$ cat src/rtl/ntt_bf_addr_gen_pkg.sv
// Shared types and width helpers for the NTT butterfly address sequencer.
package ntt_bf_addr_gen_pkg;

  typedef enum logic [1:0] {
    ST_IDLE  = 2'd0,
    ST_ISSUE = 2'd1,
    ST_DRAIN = 2'd2,
    ST_DONE  = 2'd3
  } state_e;

  // Width of the stage field: must hold 0..LOGN (one past the final stage).
  function automatic int logn_w(input int logn);
    return $clog2(logn) + 32'sd1;
  endfunction

  // Width of the drain counter; at least one bit even when there is no drain.
  function automatic int cnt_w(input int n);
    return (n < 32'sd1) ? 32'sd1 : $clog2(n + 32'sd1);
  endfunction

endpackage

$ cat src/rtl/ntt_bf_addr_gen_index.sv
// Combinational butterfly index map: (k, stage, inv) -> operand addresses, twiddle index, last flag.
module ntt_bf_index
  import ntt_bf_addr_gen_pkg::*;
#(
  parameter int LOGN = 8,
  localparam int LOGN_W = logn_w(LOGN)
) (
  input  logic [LOGN-2:0]   k,
  input  logic [LOGN_W-1:0] stage,
  input  logic              inv,
  output logic [LOGN-1:0]   addr_a,
  output logic [LOGN-1:0]   addr_b,
  output logic [LOGN-1:0]   tf_addr,
  output logic              last
);

  localparam logic [LOGN-1:0] ONE = {{(LOGN-1){1'b0}}, 1'b1};

  logic [LOGN_W-1:0] rev_s;
  logic [LOGN_W-1:0] len_sh_s;
  logic [LOGN_W-1:0] tf_sh_s;
  logic [LOGN-1:0]   k_s;
  logic [LOGN-1:0]   len_s;
  logic [LOGN-1:0]   g_s;
  logic [LOGN-1:0]   j_s;

  // Forward spans shrink with the stage while inverse spans grow, so the two exponents swap roles.
  always_comb begin
    rev_s    = LOGN_W'(LOGN - 1) - stage;
    len_sh_s = inv ? stage : rev_s;
    tf_sh_s  = inv ? rev_s : stage;
    k_s      = {1'b0, k};
    len_s    = ONE << len_sh_s;
    g_s      = k_s >> len_sh_s;
    j_s      = k_s & (len_s - ONE);
    addr_a   = ((g_s << len_sh_s) << 1'b1) | j_s;
    addr_b   = addr_a + len_s;
    tf_addr  = (ONE << tf_sh_s) + g_s;
    last     = &k;
  end

endmodule

$ cat src/rtl/ntt_bf_addr_gen.sv
// NTT butterfly sequencer: walks all stages/butterflies with a valid/ready beat interface and
// a writeback drain between stages.
module ntt_bf_addr_gen
  import ntt_bf_addr_gen_pkg::*;
#(
  parameter int LOGN     = 8,
  parameter int PIPE_LAT = 6,
  localparam int LOGN_W  = logn_w(LOGN)
) (
  input  logic              clk,
  input  logic              rst,
  input  logic              start,
  input  logic              inv_in,
  input  logic              ready,
  output logic              valid,
  output logic [LOGN-1:0]   addr_a,
  output logic [LOGN-1:0]   addr_b,
  output logic [LOGN-1:0]   tf_addr,
  output logic              inv,
  output logic [LOGN_W-1:0] stage,
  output logic              last,
  output logic              busy,
  output logic              done
);

  localparam int  CNT_W    = cnt_w(PIPE_LAT);
  localparam bit  NO_DRAIN = (PIPE_LAT == 32'sd0);

  state_e            state_r;
  logic [CNT_W-1:0]  cnt_r;
  logic [LOGN-2:0]   k_r;
  logic [LOGN_W-1:0] stage_r;
  logic [LOGN-1:0]   addr_a_r;
  logic [LOGN-1:0]   addr_b_r;
  logic [LOGN-1:0]   tf_addr_r;
  logic              last_r;
  logic              valid_r;
  logic              inv_r;
  logic              busy_r;
  logic              done_r;

  logic [LOGN-2:0]   k_nxt_s;
  logic [LOGN_W-1:0] stage_nxt_s;
  logic              inv_nxt_s;
  logic              load_s;
  logic              final_s;
  logic              drain_end_s;
  logic [LOGN-1:0]   idx_a_s;
  logic [LOGN-1:0]   idx_b_s;
  logic [LOGN-1:0]   idx_tf_s;
  logic              idx_last_s;

  assign final_s     = (stage_r == LOGN_W'(LOGN - 1));
  assign drain_end_s = (cnt_r == CNT_W'(PIPE_LAT));

  // Upcoming beat: which (k, stage) the next issued butterfly carries and whether it issues now.
  always_comb begin
    k_nxt_s     = k_r + 1'b1;
    stage_nxt_s = stage_r;
    inv_nxt_s   = inv_r;
    load_s      = 1'b0;
    case (state_r)
      ST_IDLE: begin
        k_nxt_s     = '0;
        stage_nxt_s = '0;
        inv_nxt_s   = inv_in;
        load_s      = start;
      end
      ST_ISSUE: begin
        if (last_r) begin
          k_nxt_s     = '0;
          stage_nxt_s = stage_r + 1'b1;
        end else begin
          k_nxt_s     = k_r + 1'b1;
        end
        load_s = valid_r && ready && (!last_r || (NO_DRAIN && !final_s));
      end
      ST_DRAIN: begin
        k_nxt_s     = '0;
        stage_nxt_s = stage_r + 1'b1;
        load_s      = drain_end_s && !final_s;
      end
      default: begin
        load_s = 1'b0;
      end
    endcase
  end

  ntt_bf_index #(
    .LOGN (LOGN)
  ) u_index (
    .k       (k_nxt_s),
    .stage   (stage_nxt_s),
    .inv     (inv_nxt_s),
    .addr_a  (idx_a_s),
    .addr_b  (idx_b_s),
    .tf_addr (idx_tf_s),
    .last    (idx_last_s)
  );

  // Beat registers: capture a new butterfly only when one issues, so a stalled beat stays put.
  always_ff @(posedge clk) begin
    if (rst) begin
      k_r       <= '0;
      stage_r   <= '0;
      addr_a_r  <= '0;
      addr_b_r  <= '0;
      tf_addr_r <= '0;
      last_r    <= 1'b0;
    end else if (load_s) begin
      k_r       <= k_nxt_s;
      stage_r   <= stage_nxt_s;
      addr_a_r  <= idx_a_s;
      addr_b_r  <= idx_b_s;
      tf_addr_r <= idx_tf_s;
      last_r    <= idx_last_s;
    end
  end

  // Control FSM: stage sequencing, drain timing and the handshake/status outputs.
  always_ff @(posedge clk) begin
    if (rst) begin
      state_r <= ST_IDLE;
      cnt_r   <= '0;
      valid_r <= 1'b0;
      inv_r   <= 1'b0;
      busy_r  <= 1'b0;
      done_r  <= 1'b0;
    end else begin
      case (state_r)
        ST_IDLE: begin
          done_r <= 1'b0;
          if (start) begin
            state_r <= ST_ISSUE;
            valid_r <= 1'b1;
            busy_r  <= 1'b1;
            inv_r   <= inv_in;
          end
        end
        ST_ISSUE: begin
          if (valid_r && ready && last_r) begin
            if (NO_DRAIN) begin
              if (final_s) begin
                state_r <= ST_DONE;
                valid_r <= 1'b0;
                done_r  <= 1'b1;
              end else begin
                valid_r <= 1'b1;
              end
            end else begin
              state_r <= ST_DRAIN;
              valid_r <= 1'b0;
              cnt_r   <= CNT_W'(1'b1);
            end
          end
        end
        ST_DRAIN: begin
          if (drain_end_s) begin
            if (final_s) begin
              state_r <= ST_DONE;
              done_r  <= 1'b1;
            end else begin
              state_r <= ST_ISSUE;
              valid_r <= 1'b1;
            end
          end else begin
            cnt_r <= cnt_r + 1'b1;
          end
        end
        ST_DONE: begin
          state_r <= ST_IDLE;
          done_r  <= 1'b0;
          busy_r  <= 1'b0;
        end
        default: begin
          state_r <= ST_IDLE;
          valid_r <= 1'b0;
          busy_r  <= 1'b0;
          done_r  <= 1'b0;
        end
      endcase
    end
  end

  assign valid   = valid_r;
  assign addr_a  = addr_a_r;
  assign addr_b  = addr_b_r;
  assign tf_addr = tf_addr_r;
  assign inv     = inv_r;
  assign stage   = stage_r;
  assign last    = last_r;
  assign busy    = busy_r;
  assign done    = done_r;

endmodule

$ cat config.mk
export PLATFORM = sky130hd
export DESIGN_NAME = ntt_bf_addr_gen
export DESIGN_NICKNAME = d
export VERILOG_FILES = /design/src/rtl/ntt_bf_addr_gen_pkg.sv /design/src/rtl/ntt_bf_addr_gen_index.sv /design/src/rtl/ntt_bf_addr_gen.sv
export SDC_FILE = /design/constraint.sdc
export NUM_CORES = 1
export LEC_CHECK = 0
export BUFFER_PORTS_ARGS = -buffer_cell sky130_fd_sc_hd__buf_2
export CORE_MARGIN = 10
export CORE_UTILIZATION = 54
export DETAILED_ROUTE_END_ITERATION = 8
export PLACE_DENSITY = 0.77
export SYNTH_ARGS = -nofsm -noshare
export SYNTH_HDL_FRONTEND = slang
export SYNTH_SLANG_ARGS = --single-unit
$ cat constraint.sdc
create_clock -name clk -period 4.9 [get_ports clk]
set_clock_uncertainty 0.15 [all_clocks]
set_input_delay 0.98 -clock clk [delete_from_list [all_inputs] [get_ports clk]]
set_output_delay 0.98 -clock clk [all_outputs]
set_load 0.005 [all_outputs]
* After elaboration in Yosys (flattened, before gate mapping) *
Index checks and enable logic that the tools add are counted.

cells by class
  add/sub/neg operators = 7
  eq/ne operators = 11
  shift-type cells = 4
  muxes and demuxes = 25
  bitwise operators = 2
  reductions and logical operators = 20

operators by type and width
  cell                 number
  $add 8x8->8          2
  $shl 1x4->8 const A  2
  $pmux 7 s2           1
  $mux 4               3
  $ne 2x2->1 const B   6
  $pmux 4 s3           1
  $reduce_and 3->1     3
  $and 7x8->8          1
  $mux 2               4
  $or 8x8->8           1
  $pmux 2 s4           1
  $shl 8x4->7          1
  $shr 7x4->8          1
  $sub 8x1->8 const B  1
  $add 7x1->7 const B  1
  $mux 1               7
  $mux 7               1
  $reduce_and 7->1     1
  $mux 3               2
  $pmux 1 s3           2
  $pmux 3 s2           1
  $reduce_bool 2->1    3
  $reduce_and 5->1     1
  $add 4x1->4 const B  1
  13 further kinds     21

storage, ports and cells
  register bits after elaboration = 45
  input bits = 5
  output and inout port bits = 33
  logic and storage cells = 81

* Logic depth before layout (Yosys ltp) *
  word-level depth = 10
  mapped depth = 24
  mapped depth without buffers = 23

* By module *
Synthesis repeated with hierarchy kept, for this count alone.

second synthesis, totals
  cells, all modules = 475
  area, all modules = 3798.6 um^2

modules (own cells, without submodules)
  module           times used  cells an instance  area an instance (um^2)  sequential area each (um^2)
  ntt_bf_addr_gen  1           274                2274.7                   900.9
  ntt_bf_index     1           201                1524.0                   0.0

* Least setup slack after synthesis *
OpenSTA, ideal clock, no wires.

  kind = in2reg
  start = in inv_in
  end = reg addr_b_r[7], in the netlist addr_b[7]
  setup time = 70 ps
  arrival time = 4418 ps
  data required time = 4680 ps
  path slack = 261 ps
  stages on the path = 20
  path buffers = 1
  path through = mux2_4 a21oi_1 nor2_1 buf_2 nor3_2 inv_1 ha_1 xnor2_1 nor2_1 a31o_2 ha_1 a21o_1 a21o_1 a21oi_1 o21bai_1 a21oi_1 xnor2_1 xnor2_1 nand2_1 a21oi_1

between the ends
  cells in the longest elaborated chain, start to end = 7
  elaborated cells between the ends (all ways) = 9
  those cells by class = 2 x add/sub; 3 x shift; 2 x mux; 2 x bitwise

ends and longest elaborated chain
  item                  RTL line                     text
  start, declared       ntt_bf_addr_gen.sv:13        input logic inv_in,
  $mux 1 (*)            ntt_bf_addr_gen.sv:62        case (state_r)
  $mux 4 (*)            ntt_bf_addr_gen_index.sv:30  len_sh_s = inv ? stage : rev_s;
  $shl 1x4->8           ntt_bf_addr_gen_index.sv:33  len_s = ONE << len_sh_s;
  $sub 8x1->8           ntt_bf_addr_gen_index.sv:35  j_s = k_s & (len_s - ONE);
  $and 7x8->8           ntt_bf_addr_gen_index.sv:35
  $or 8x8->8 (*)        ntt_bf_addr_gen_index.sv:36  addr_a = ((g_s << len_sh_s) << 1'b1) | j_s;
  via idx_a_s[2]        ntt_bf_addr_gen.sv:48        logic [LOGN-1:0] idx_a_s;
  $add 8x8->8 (*)       ntt_bf_addr_gen_index.sv:37  addr_b = addr_a + len_s;
  end signal, assigned  ntt_bf_addr_gen.sv:114       addr_b_r <= idx_b_s;
  end, declared         ntt_bf_addr_gen.sv:34        logic [LOGN-1:0] addr_b_r;

Mark *: on every way through the listed nets, which the timed path passes. The rest lies on a longest branch.
A chain may end at the register's enable or synchronous reset.

* Final worst setup path *
  start = reg state_r[1]
  end = reg addr_b_r[7], in the netlist addr_b[7]

between the ends
  cells in the longest elaborated chain, start to end = 9
  elaborated cells between the ends (all ways) = 17
  those cells by class = 3 x add/sub; 2 x eq/ne; 3 x shift; 5 x mux; 2 x bitwise; 2 x reduce/logical

ends and longest elaborated chain
  item                                RTL line                     text
  start, declared                     ntt_bf_addr_gen.sv:29        state_e state_r;
  start signal, assigned              ntt_bf_addr_gen.sv:123       state_r <= ST_IDLE;
  start signal, assigned              ntt_bf_addr_gen.sv:134       state_r <= ST_ISSUE;
  start signal, assigned              ntt_bf_addr_gen.sv:144       state_r <= ST_DONE;
  $eq 2x2->1 (tied with other cells)  ntt_bf_addr_gen.sv:62
  $pmux 4 s3                          ntt_bf_addr_gen.sv:62
  $sub 3x4->4                         ntt_bf_addr_gen_index.sv:29  rev_s = LOGN_W'(LOGN - 1) - stage;
  $mux 4                              ntt_bf_addr_gen_index.sv:30
  $shl 1x4->8                         ntt_bf_addr_gen_index.sv:33
  $sub 8x1->8                         ntt_bf_addr_gen_index.sv:35
  $and 7x8->8                         ntt_bf_addr_gen_index.sv:35
  $or 8x8->8 (*)                      ntt_bf_addr_gen_index.sv:36
  via idx_a_s[2]                      ntt_bf_addr_gen.sv:48
  $add 8x8->8 (*)                     ntt_bf_addr_gen_index.sv:37

Marks and branches as above.

==> flow_metrics.py <==
metrics = {
    "logic_synthesis": {
        "ys_seq_area_frac": 0.255,
        "async_flop_share": 0,
        "synth.avg_cell_area_um2": 7.76,
        "syn_nets": 485,
        "syn_inst": 455,
        "synth-edff-count": 0,
        "synth-seq-cells": 45,
        "synth.distinct_cells": 71,
        "ys.flop_type": "dfxtp_1",
        "syn_area_um2": 3530,
        "ys_warn_count": 0,
    },
    "power_and_ir_drop": {
        "clock_power_share": 0.136,
        "leakage_nw": 1.71,
        "combPwrFrac": 0.634,
        "ir_drop_mv": 0.354,
        "powerDensity_nw_per_um2": 547,
        "p_sw_mw": 1.05,
        "cell_internal_pwr_mw": 1.17,
        "design_power_total_mw": 2.23,
        "swShare": 0.473,
        "power_frac_seq": 0.230,
    },
    "critical_path": {
        "required_ns": 4.98,
        "crit_type": "reg2reg",
        "cp.arrival_ns": 4.62,
        "crit_slowest_cell": "mux2_4",
        "cp_max_fo": 9,
        "endpoint_kind": "flop",
        "worstPathCellList": "inv_1 > ha_2 > mux2_4 > o211ai_2 > a211oi_1 > a31oi_2 > o32ai_2 > a22oi_1 > mux2i_1 > a31o_2 > ha_1 > a21o_1 > a21o_1 > a21oi_1 > o21bai_1 > a21oi_1 > xnor2_1 > xnor2_1 > nand2_1 > a21oi_1",
        "cp-start-kind": "flop",
        "cp_common_cell": "a21oi_1",
        "slowest_delay_ns": 0.39,
    },
    "job": {
        "maxCapViolations": 0,
    },
    "grt": {
        "grt_pass1_vias": 3363,
        "grt.total_usage": 0.197,
        "antenna_found_initial": 0,
        "grt_overflow": 0,
        "grt_pass1_wl_um": 16600,
        "grt_max_degree": 46,
    },
    "place": {
        "pre_cts_slack_ns": 0.0510,
        "gp_congestion": 0.965,
        "dp_hpwl_um": 7710,
        "portBuffers": 37,
    },
    "routing": {
        "routed_wl_um": 10200,
        "wl_per_cell_um": 17.5,
        "drtIter0Drc": 375,
        "drc_errors": 0,
        "via_count": 3591,
        "dr.pass1.iters": 6,
        "ant_nets": 0,
        "vias_per_cell": 6.19,
    },
    "sta": {
        "tightest_slew_ns": 0.862,
        "fin_crit_ns": 4.54,
        "hold_viol": 0,
        "rsz0062_at_grt": "no",
        "postLayoutSetupSlackWorst_ns": 0.361,
        "maxSlewViolCount": 0,
        "relSlewSlack": 0.426,
        "fin_hold_ws_ns": 0.302,
        "setup_viol": 0,
        "finalSetupTns_ns": 0,
        "max_freq_ghz": 0.220,
        "post-route-period-util": 0.926,
    },
    "floorplanning": {
        "initial_core_util": 0.556,
        "fp.dieH_um": 101,
        "dieArea_um2": 10200,
        "die_w_um": 101,
        "core_um2": 6350,
        "io_pins": 38,
        "core.rowCount": 29,
    },
    "hold_path": {
        "holdCritPathClass": "reg2reg",
    },
    "layout": {
        "antenna_cells": 0,
        "drive_gt1_frac": 0.221,
        "syn2layout_area_growth_pct": 15.4,
        "fin_nets": 532,
        "register_area_um2": 902,
        "multi_input_area_um2": 2500,
        "n_fill_cell": 596,
        "fin_util": 0.642,
    },
    "cts": {
        "cts_buffers": 5,
        "clk_pin_slew_worst_paths_ns": 0.09,
        "root_buffer": "clkbuf_8",
        "clkSinkCount": 45,
        "cts_tree": "done",
        "htree_levels": 2,
        "clock_latency_ns": 0.31,
        "clk_path_buf_depth": 2,
    },
    "run_status": {
        "status": "completed",
    },
}
-- logic make-up (layout without fill, tap and decap cells) --
kind of cell,count (synthesis),in the layout,synth area share
simple gates,174,174,0.238
compound gates,142,142,0.285
flops,45,45,0.255
buf+inv,42,90,0.0517
fa+ha+maj,25,25,0.0928
xor+xnor,21,21,0.0574
mux,5,5,0.0191
other cells,1,1,0.00106
-- synth_stat cells, types with 3 or more instances --
library cell	instances	area, um2
mux2i_1	3	30.0
nor2_1	53	199
a21o_1	6	45.0
and2_1	5	31.3
o21bai_1	5	37.5
ha_1	23	288
o21ai_0	18	90.1
nor4_1	5	31.3
xor2_1	6	52.6
a211oi_1	14	105
dfxtp_1	45	901
nand3_1	13	65.1
a22oi_1	3	22.5
nand2_1	60	225
a221oi_1	3	26.3
a31oi_1	7	43.8
nor3_1	9	45.0
clkbuf_1	14	52.6
a21oi_1	48	240
xnor2_1	14	123
buf_2	5	25.0
inv_1	18	67.6
nand2b_1	3	18.8
and3_1	3	18.8
-- worst max-delay path, delay by kind of cell (launching register included) --
kind                     cells  cell delay (ns)
multiplexers                 2             0.55
adder cells (fa/ha/maj)      2             0.63
AO/OA/AOI/OAI               12             2.26
flip-flops                   1             0.36
XOR/XNOR                     2             0.29
buffers and inverters        1             0.16
AND/OR/NAND/NOR              1             0.07
-- cell type report --
class                   instances  share of cell area
clock buffers                   6              0.0203
clock inverters                 2             0.00921
inverters                      18              0.0166
multi-input cells             368               0.614
flip-flops and latches         45               0.221
well taps                      77              0.0236
repair buffers                 64              0.0952
-- cell usage in the layout (no fill, tap or decap), types with 5 or more instances in the layout --
cell / count
and2_1: 5
xnor2_1: 14
a21o_1: 6
nand3_1: 13
dfxtp_1: 44
o21ai_0: 18
nor2_1: 53
a21oi_1: 47
xor2_1: 6
nor4_1: 5
ha_1: 20
inv_1: 18
a211oi_1: 14
nor3_1: 9
nand2_1: 60
buf_4: 27
clkbuf_8: 6
o21bai_1: 5
a31oi_1: 5
buf_2: 37
-- flip-flops by register name, summed over array words and instances, names as in the netlist, 2 cells and up --
signal	cells
addr_a	8
addr_b	8
tf_addr	8
k_r	7
stage	4
cnt_r	3
state_r	2
-- metal layers --
layer / GRT usage / wire [um]
met5: 0 / 0
met1: 0.250 / 4390
met4: 0.0630 / 218
met3: 0.0494 / 752
met2: 0.316 / 4810
-- final timing paths --
| path | start | to | slack (ns) | depth (start not counted) |
|---|---|---|---|---|
| setup / recovery | state_r[1]$_SDFFE_PP0P_ | addr_b[7]$_SDFFE_PP0P_ | 0.36 | 20 |
| hold / removal | tf_addr[6]$_SDFFE_PP0P_ | tf_addr[6]$_SDFFE_PP0P_ | 0.30 | 2 |
| setup reg to reg | state_r[1]$_SDFFE_PP0P_ | addr_b[7]$_SDFFE_PP0P_ | 0.36 | 20 |
| hold reg to reg | tf_addr[6]$_SDFFE_PP0P_ | tf_addr[6]$_SDFFE_PP0P_ | 0.30 | 2 |
-- what timing repair did --
item | in CTS | in global routing
resized for setup | 0 | 9
buffers inserted | 0 | 4
endpoints found under the setup margin | 0 | 3
hold buffers | 0 | 0
-- power by group through the flow --
stage | Combinational [mW] | Clock (mW) | Sequential [mW]
2_1_floorplan | 0.967 | 0 | 0.526
3_3_place_gp | 1.34 | 0 | 0.516
3_5_place_dp | 1.36 | 0 | 0.519
4_1_cts | 1.37 | 0.309 | 0.511
5_1_grt | 1.56 | 0.325 | 0.527
6_report | 1.41 | 0.303 | 0.514
-- metrics by stage --
step / cell area, um2 / std cells
after floorplan: 3530 / 455
after global placement: 3880 / 568
after detailed placement: 3880 / 568
after CTS: 4010 / 576
after global routing: 4070 / 580
final: 4070 / 580
Note: power is estimated with default switching activity, not from simulation.
